## config.mk

```make
export PLATFORM = sky130hd
export DESIGN_NAME = pad6_seq
export DESIGN_NICKNAME = d
export VERILOG_FILES = /design/src/rtl/pad6_seq.sv
export SDC_FILE = /design/constraint.sdc
export NUM_CORES = 1
export LEC_CHECK = 0
export BUFFER_PORTS_ARGS = -buffer_cell sky130_fd_sc_hd__buf_4
export CELL_PAD_IN_SITES_DETAIL_PLACEMENT = 2
export CELL_PAD_IN_SITES_GLOBAL_PLACEMENT = 2
export CORE_MARGIN = 2
export CORE_UTILIZATION = 37
export DETAILED_ROUTE_END_ITERATION = 8
export HOLD_SLACK_MARGIN = 0.12
export PLACE_DENSITY_LB_ADDON = 0.1
export REMOVE_ABC_BUFFERS = 1
export SLEW_MARGIN = 10
export SYNTH_ARGS = -nofsm -noshare
export SYNTH_HDL_FRONTEND = slang
export SYNTH_SLANG_ARGS = --single-unit
```

## constraint.sdc

```tcl
create_clock -name CLK -period 3.25 [get_ports CLK]
set_input_delay 0.975 -clock CLK [delete_from_list [all_inputs] [get_ports CLK]]
set_output_delay 0.975 -clock CLK [all_outputs]
set_load 0.01 [all_outputs]
```

## src/rtl/pad6_seq.sv

```systemverilog
// Six-button pad read sequencer for one controller port.
// Counts TH rising edges to select the button group driven onto the port data bits.
module pad6_seq #(
    parameter int TIMEOUT = 11520,
    parameter int TW      = 14
) (
    input  logic       CLK,
    input  logic       RESET_N,
    input  logic       CE,
    input  logic       J3BUT,
    input  logic       TH,
    input  logic       UP,
    input  logic       DOWN,
    input  logic       LEFT,
    input  logic       RIGHT,
    input  logic       A,
    input  logic       B,
    input  logic       C,
    input  logic       START,
    input  logic       MODE,
    input  logic       X,
    input  logic       Y,
    input  logic       Z,
    output logic [6:0] DATA,
    output logic [1:0] PHASE
);

    localparam logic [TW-1:0] TMAX = TW'(TIMEOUT - 1);

    logic          th_q;
    logic          rise;
    logic [TW-1:0] timer;
    logic [TW-1:0] timer_d;
    logic [1:0]    phase_d;
    logic [5:0]    bits_d;

    always_comb begin
        rise    = TH & ~th_q;
        phase_d = PHASE;
        timer_d = timer;
        if (J3BUT) begin
            phase_d = 2'd0;
            timer_d = '0;
        end else if (rise) begin
            phase_d = PHASE + 2'd1;
            timer_d = '0;
        end else if (timer == TMAX) begin
            phase_d = 2'd0;
            timer_d = '0;
        end else if (PHASE != 2'd0) begin
            timer_d = timer + TW'(1);
        end
    end

    // Row select uses the phase being entered on this CE, not the old one.
    always_comb begin
        bits_d = 6'h3F;
        unique case ({TH, phase_d})
            3'b100, 3'b101, 3'b110:
                bits_d = {~C, ~B, ~RIGHT, ~LEFT, ~DOWN, ~UP};
            3'b111:
                bits_d = {~C, ~B, ~MODE, ~X, ~Y, ~Z};
            3'b000, 3'b001:
                bits_d = {~START, ~A, 2'b00, ~DOWN, ~UP};
            3'b010:
                bits_d = {~START, ~A, 4'b0000};
            3'b011:
                bits_d = {~START, ~A, 4'b1111};
            default:
                bits_d = 6'h3F;
        endcase
    end

    always_ff @(posedge CLK or negedge RESET_N) begin
        if (!RESET_N) begin
            th_q  <= 1'b1;
            PHASE <= 2'd0;
            timer <= '0;
            DATA  <= 7'h7F;
        end else if (CE) begin
            th_q  <= TH;
            PHASE <= phase_d;
            timer <= timer_d;
            DATA  <= {TH, bits_d};
        end
    end

endmodule

```

==> flow_results.xml <==
<?xml version="1.0" encoding="UTF-8"?>
<metrics>
  <group name="run_status">
    <metric name="run_status" unit="">finished clean</metric>
  </group>
  <group name="power_and_ir_drop">
    <metric name="ir_drop" unit="mV">0.200</metric>
    <metric name="p_leak" unit="nW">0.690</metric>
    <metric name="power_density" unit="nW/um^2">369</metric>
  </group>
  <group name="detailed_routing">
    <metric name="via_count" unit="">1184</metric>
    <metric name="avgRoutedWirePerCell" unit="um">16.6</metric>
    <metric name="dr.first_iter.drc_count" unit="">46</metric>
    <metric name="antenna_violating_nets_post_route" unit="">0</metric>
    <metric name="wl" unit="mm">3.51</metric>
    <metric name="detail_route.vias_per_cell" unit="">5.61</metric>
    <metric name="drt_pass_1_iters" unit="">3</metric>
    <metric name="detail_route.drc_violations" unit="">0</metric>
  </group>
  <group name="sta">
    <metric name="timing.fmax" unit="MHz">466</metric>
    <metric name="fin_setup_tns" unit="ps">0</metric>
    <metric name="clock_skew" unit="ps">9.79</metric>
    <metric name="layout_worst_path_cycle_share" unit="%">66.1</metric>
    <metric name="final_hold_viol_count" unit="">0</metric>
    <metric name="timing_worst_slew_pin_value" unit="ps">522</metric>
    <metric name="setup_viol_count_final" unit="">0</metric>
    <metric name="min_clock_period_post_route" unit="ps">2150</metric>
    <metric name="grt_setup_unrepaired" unit="">no</metric>
    <metric name="slew_violations" unit="">0</metric>
    <metric name="fin_hold_ws" unit="ps">510</metric>
    <metric name="worst_slew_margin" unit="%">65.2</metric>
  </group>
  <group name="clocking">
    <metric name="htreeDepth" unit="">1</metric>
    <metric name="clock-root-buffer" unit="">sky130_fd_sc_hd__clkbuf_8</metric>
    <metric name="tritoncts_buffer_count" unit="">3</metric>
    <metric name="max-clock-path-buffers" unit="">2</metric>
    <metric name="clock_insertion_delay_worst_skew" unit="ps">270</metric>
    <metric name="cts_repair_resize_count" unit="">0</metric>
    <metric name="tritoncts_clock_tree" unit="">done</metric>
    <metric name="cts.sink_count" unit="">23</metric>
    <metric name="clk_pin_slew" unit="ps">90</metric>
    <metric name="ctsHoldBuffers" unit="">0</metric>
    <metric name="cts_post_setup_buffers_inserted" unit="">0</metric>
  </group>
  <group name="critical_path">
    <metric name="crit_type" unit="">input pin to flip-flop</metric>
    <metric name="worst_setup_path_startpoint" unit="">TH</metric>
    <metric name="path_delay_family" unit="">compound AO/OA/AOI/OAI gates</metric>
    <metric name="worst_ep_required_time" unit="ps">3440</metric>
    <metric name="path_depth" unit="">6</metric>
    <metric name="path_buf_inv" unit="">1</metric>
    <metric name="highest_delay_cell_along_the_critical_path" unit="">sky130_fd_sc_hd__a2111oi_0</metric>
    <metric name="path_max_fanout" unit="">12</metric>
    <metric name="rr_worst_depth" unit="">6</metric>
    <metric name="regToRegStartpoint" unit="">timer[0]$_DFFE_PN0P_</metric>
    <metric name="worst_setup_path_start_kind" unit="">input pin</metric>
    <metric name="worstPathCellList" unit="">buf_4, nand2b_4, nor2b_1, a31oi_1, a2111oi_0, a311oi_1</metric>
    <metric name="reg2reg_setup_slack" unit="ps">1200</metric>
    <metric name="critical_path.endpoint" unit="">DATA[0]$_DFFE_PN1P_</metric>
    <metric name="slowest_delay" unit="ps">410</metric>
    <metric name="critPathArrivalTime" unit="ps">2330</metric>
    <metric name="critical_path.reg2reg.endpoint" unit="">timer[7]$_DFFE_PN0P_</metric>
    <metric name="critical_path.endpoint_type" unit="">flip-flop</metric>
  </group>
  <group name="global_route">
    <metric name="global_route.usage.total" unit="%">18.5</metric>
    <metric name="grt_overflow" unit="">0</metric>
    <metric name="largest_net_degree_at_the_start_of_global_routing" unit="">28</metric>
    <metric name="wire_length_of_the_first_global_routing_pass" unit="mm">6.12</metric>
    <metric name="grt_antenna_before_repair" unit="">0</metric>
    <metric name="via_count_of_the_first_global_routing_pass" unit="">1260</metric>
  </group>
  <group name="cells_and_area">
    <metric name="area.sequential" unit="um^2">584</metric>
    <metric name="syn_to_final_growth" unit="%">17.8</metric>
    <metric name="drive_above_1_share" unit="%">33.1</metric>
    <metric name="multi_input_comb_area" unit="um^2">763</metric>
    <metric name="final_core_utilization" unit="%">45.4</metric>
    <metric name="fillers" unit="">400</metric>
    <metric name="nets" unit="">183</metric>
    <metric name="n_antenna_cell" unit="">0</metric>
  </group>
  <group name="run">
    <metric name="cap_violations" unit="">0</metric>
  </group>
  <group name="place">
    <metric name="finalWeightedCongestion" unit="">0.745</metric>
    <metric name="port_buffers" unit="">25</metric>
    <metric name="dpl.hpwl" unit="mm">2.66</metric>
  </group>
  <group name="logic_synthesis">
    <metric name="most_frequent_cell_after_synthesis" unit="">sky130_fd_sc_hd__dfrtp_1</metric>
    <metric name="synthDistinctLibCells" unit="">50</metric>
    <metric name="synth_top_area_cell" unit="">sky130_fd_sc_hd__dfrtp_1</metric>
    <metric name="synth-edff-count" unit="">0</metric>
    <metric name="syn-cell-area" unit="um^2">1410</metric>
    <metric name="yosysTopAreaCellShare" unit="%">28.4</metric>
    <metric name="ys_async_sr_fraction" unit="%">100</metric>
    <metric name="synth_commonest_cells" unit="">sky130_fd_sc_hd__dfrtp_1 (16), sky130_fd_sc_hd__nor2_1 (11), sky130_fd_sc_hd__nand2_1 (10)</metric>
    <metric name="ys_dominant_reg_cell" unit="">sky130_fd_sc_hd__dfrtp_1</metric>
    <metric name="ys_seq_elements" unit="">23</metric>
    <metric name="synthesis.yosys.warnings" unit="">0</metric>
    <metric name="netlist_instances" unit="">140</metric>
    <metric name="syn_area_per_cell" unit="um^2">10.1</metric>
    <metric name="synth.area.top_cells" unit="">sky130_fd_sc_hd__dfrtp_1 (28%), sky130_fd_sc_hd__dfstp_2 (13%), sky130_fd_sc_hd__xor2_1 (3.7%), sky130_fd_sc_hd__mux2_2 (3.2%), sky130_fd_sc_hd__nor2_1 (2.9%)</metric>
    <metric name="synth-seq-area-share" unit="%">41.4</metric>
  </group>
  <group name="floorplan">
    <metric name="die_area" unit="um^2">4320</metric>
    <metric name="top_level_ports" unit="">26</metric>
    <metric name="initial_core_util" unit="%">38.6</metric>
    <metric name="fp.dieW" unit="um">65.8</metric>
    <metric name="die-height" unit="um">65.8</metric>
    <metric name="rows" unit="">22</metric>
    <metric name="core-area" unit="um^2">3660</metric>
  </group>
  <group name="min_path">
    <metric name="worstHoldPathType" unit="">flip-flop to flip-flop</metric>
    <metric name="min_path_cells" unit="">2</metric>
  </group>
</metrics>
metrics by stage:
stage	setup slack (ps)	power, mW	std cells	cell area [um^2]
2_1_floorplan	1220	0.379	134	1370
3_3_place_gp	923	0.437	207	1620
3_5_place_dp	813	0.441	207	1620
4_1_cts	1100	0.626	211	1660
5_1_grt	827	0.653	211	1660
6_report	1100	0.613	211	1660
cell usage in the layout, fill, tap and decap left out, types with 2 or more instances in the layout:
cell	n
sky130_fd_sc_hd__a21oi_1	5
sky130_fd_sc_hd__a311oi_1	2
sky130_fd_sc_hd__and2_2	2
sky130_fd_sc_hd__and3_1	2
sky130_fd_sc_hd__and4_1	2
sky130_fd_sc_hd__buf_4	25
sky130_fd_sc_hd__clkbuf_8	3
sky130_fd_sc_hd__dfrtp_1	16
sky130_fd_sc_hd__dfstp_2	7
sky130_fd_sc_hd__ha_1	2
sky130_fd_sc_hd__inv_1	6
sky130_fd_sc_hd__mux2_2	4
sky130_fd_sc_hd__mux2i_1	3
sky130_fd_sc_hd__nand2_1	10
sky130_fd_sc_hd__nand2b_1	3
sky130_fd_sc_hd__nand3_1	5
sky130_fd_sc_hd__nand4_1	4
sky130_fd_sc_hd__nand4b_1	2
sky130_fd_sc_hd__nor2_1	11
sky130_fd_sc_hd__o2111ai_1	3
sky130_fd_sc_hd__o211ai_1	2
sky130_fd_sc_hd__o21ai_0	8
sky130_fd_sc_hd__o221ai_1	2
sky130_fd_sc_hd__o41ai_1	2
sky130_fd_sc_hd__or3_1	3
sky130_fd_sc_hd__xor2_1	6
state kept, by name, indices dropped and copies added (netlist names):
| register | flops |
|---|---|
| DATA | 7 |
| PHASE | 2 |
| timer | 14 |
power by group:
group,internal [mW],total [mW],switching [mW]
Sequential,0.308,0.320,0.0125
Combinational,0.0530,0.114,0.0607
Clock,0.0876,0.179,0.0917
Total,0.448,0.613,0.165
worst min path at each step:
stage,from,end
2_1_floorplan,timer[3]$_DFFE_PN0P_,timer[3]$_DFFE_PN0P_
3_3_place_gp,DATA[1]$_DFFE_PN1P_,DATA[1]$_DFFE_PN1P_
3_5_place_dp,DATA[1]$_DFFE_PN1P_,DATA[1]$_DFFE_PN1P_
4_1_cts,DATA[1]$_DFFE_PN1P_,DATA[1]$_DFFE_PN1P_
5_1_grt,DATA[0]$_DFFE_PN1P_,DATA[0]$_DFFE_PN1P_
6_report,DATA[1]$_DFFE_PN1P_,DATA[1]$_DFFE_PN1P_
area by class of cell:
| type | instances | area share, % |
|---|---|---|
| Multi-Input combinational cell | 105 | 45.9 |
| Sequential cell | 23 | 35.1 |
| Timing Repair Buffer | 25 | 11.3 |
| Tap cell | 48 | 3.61 |
| Clock buffer | 4 | 2.71 |
| Inverter | 6 | 1.35 |
kinds of logic after synthesis:
logic type / share of synthesized area (%)
compound gates: 19.2
xor+xnor: 3.72
fa+ha+maj: 1.77
buf+inv: 4.52
flops: 41.4
mux: 5.32
simple gates: 24.1
worst reg2reg max path, cell delays in order, from the launching register on:
cell and delay (ps):
sky130_fd_sc_hd__dfrtp_1 420, sky130_fd_sc_hd__ha_1 230, sky130_fd_sc_hd__and3_4 240, sky130_fd_sc_hd__and4_4 330, sky130_fd_sc_hd__o21ai_2 110, sky130_fd_sc_hd__or4_1 480
sky130_fd_sc_hd__a21oi_1 160
metal layers:
metal,GRT usage (%),part of all wire (%),up-vias
li1,-,-,575
met1,24.2,45,593
met2,31.1,51,14
met3,4.11,2.9,2
met4,3.91,0.46,0
met5,0,0,-
(Power assumes the default switching activity.)
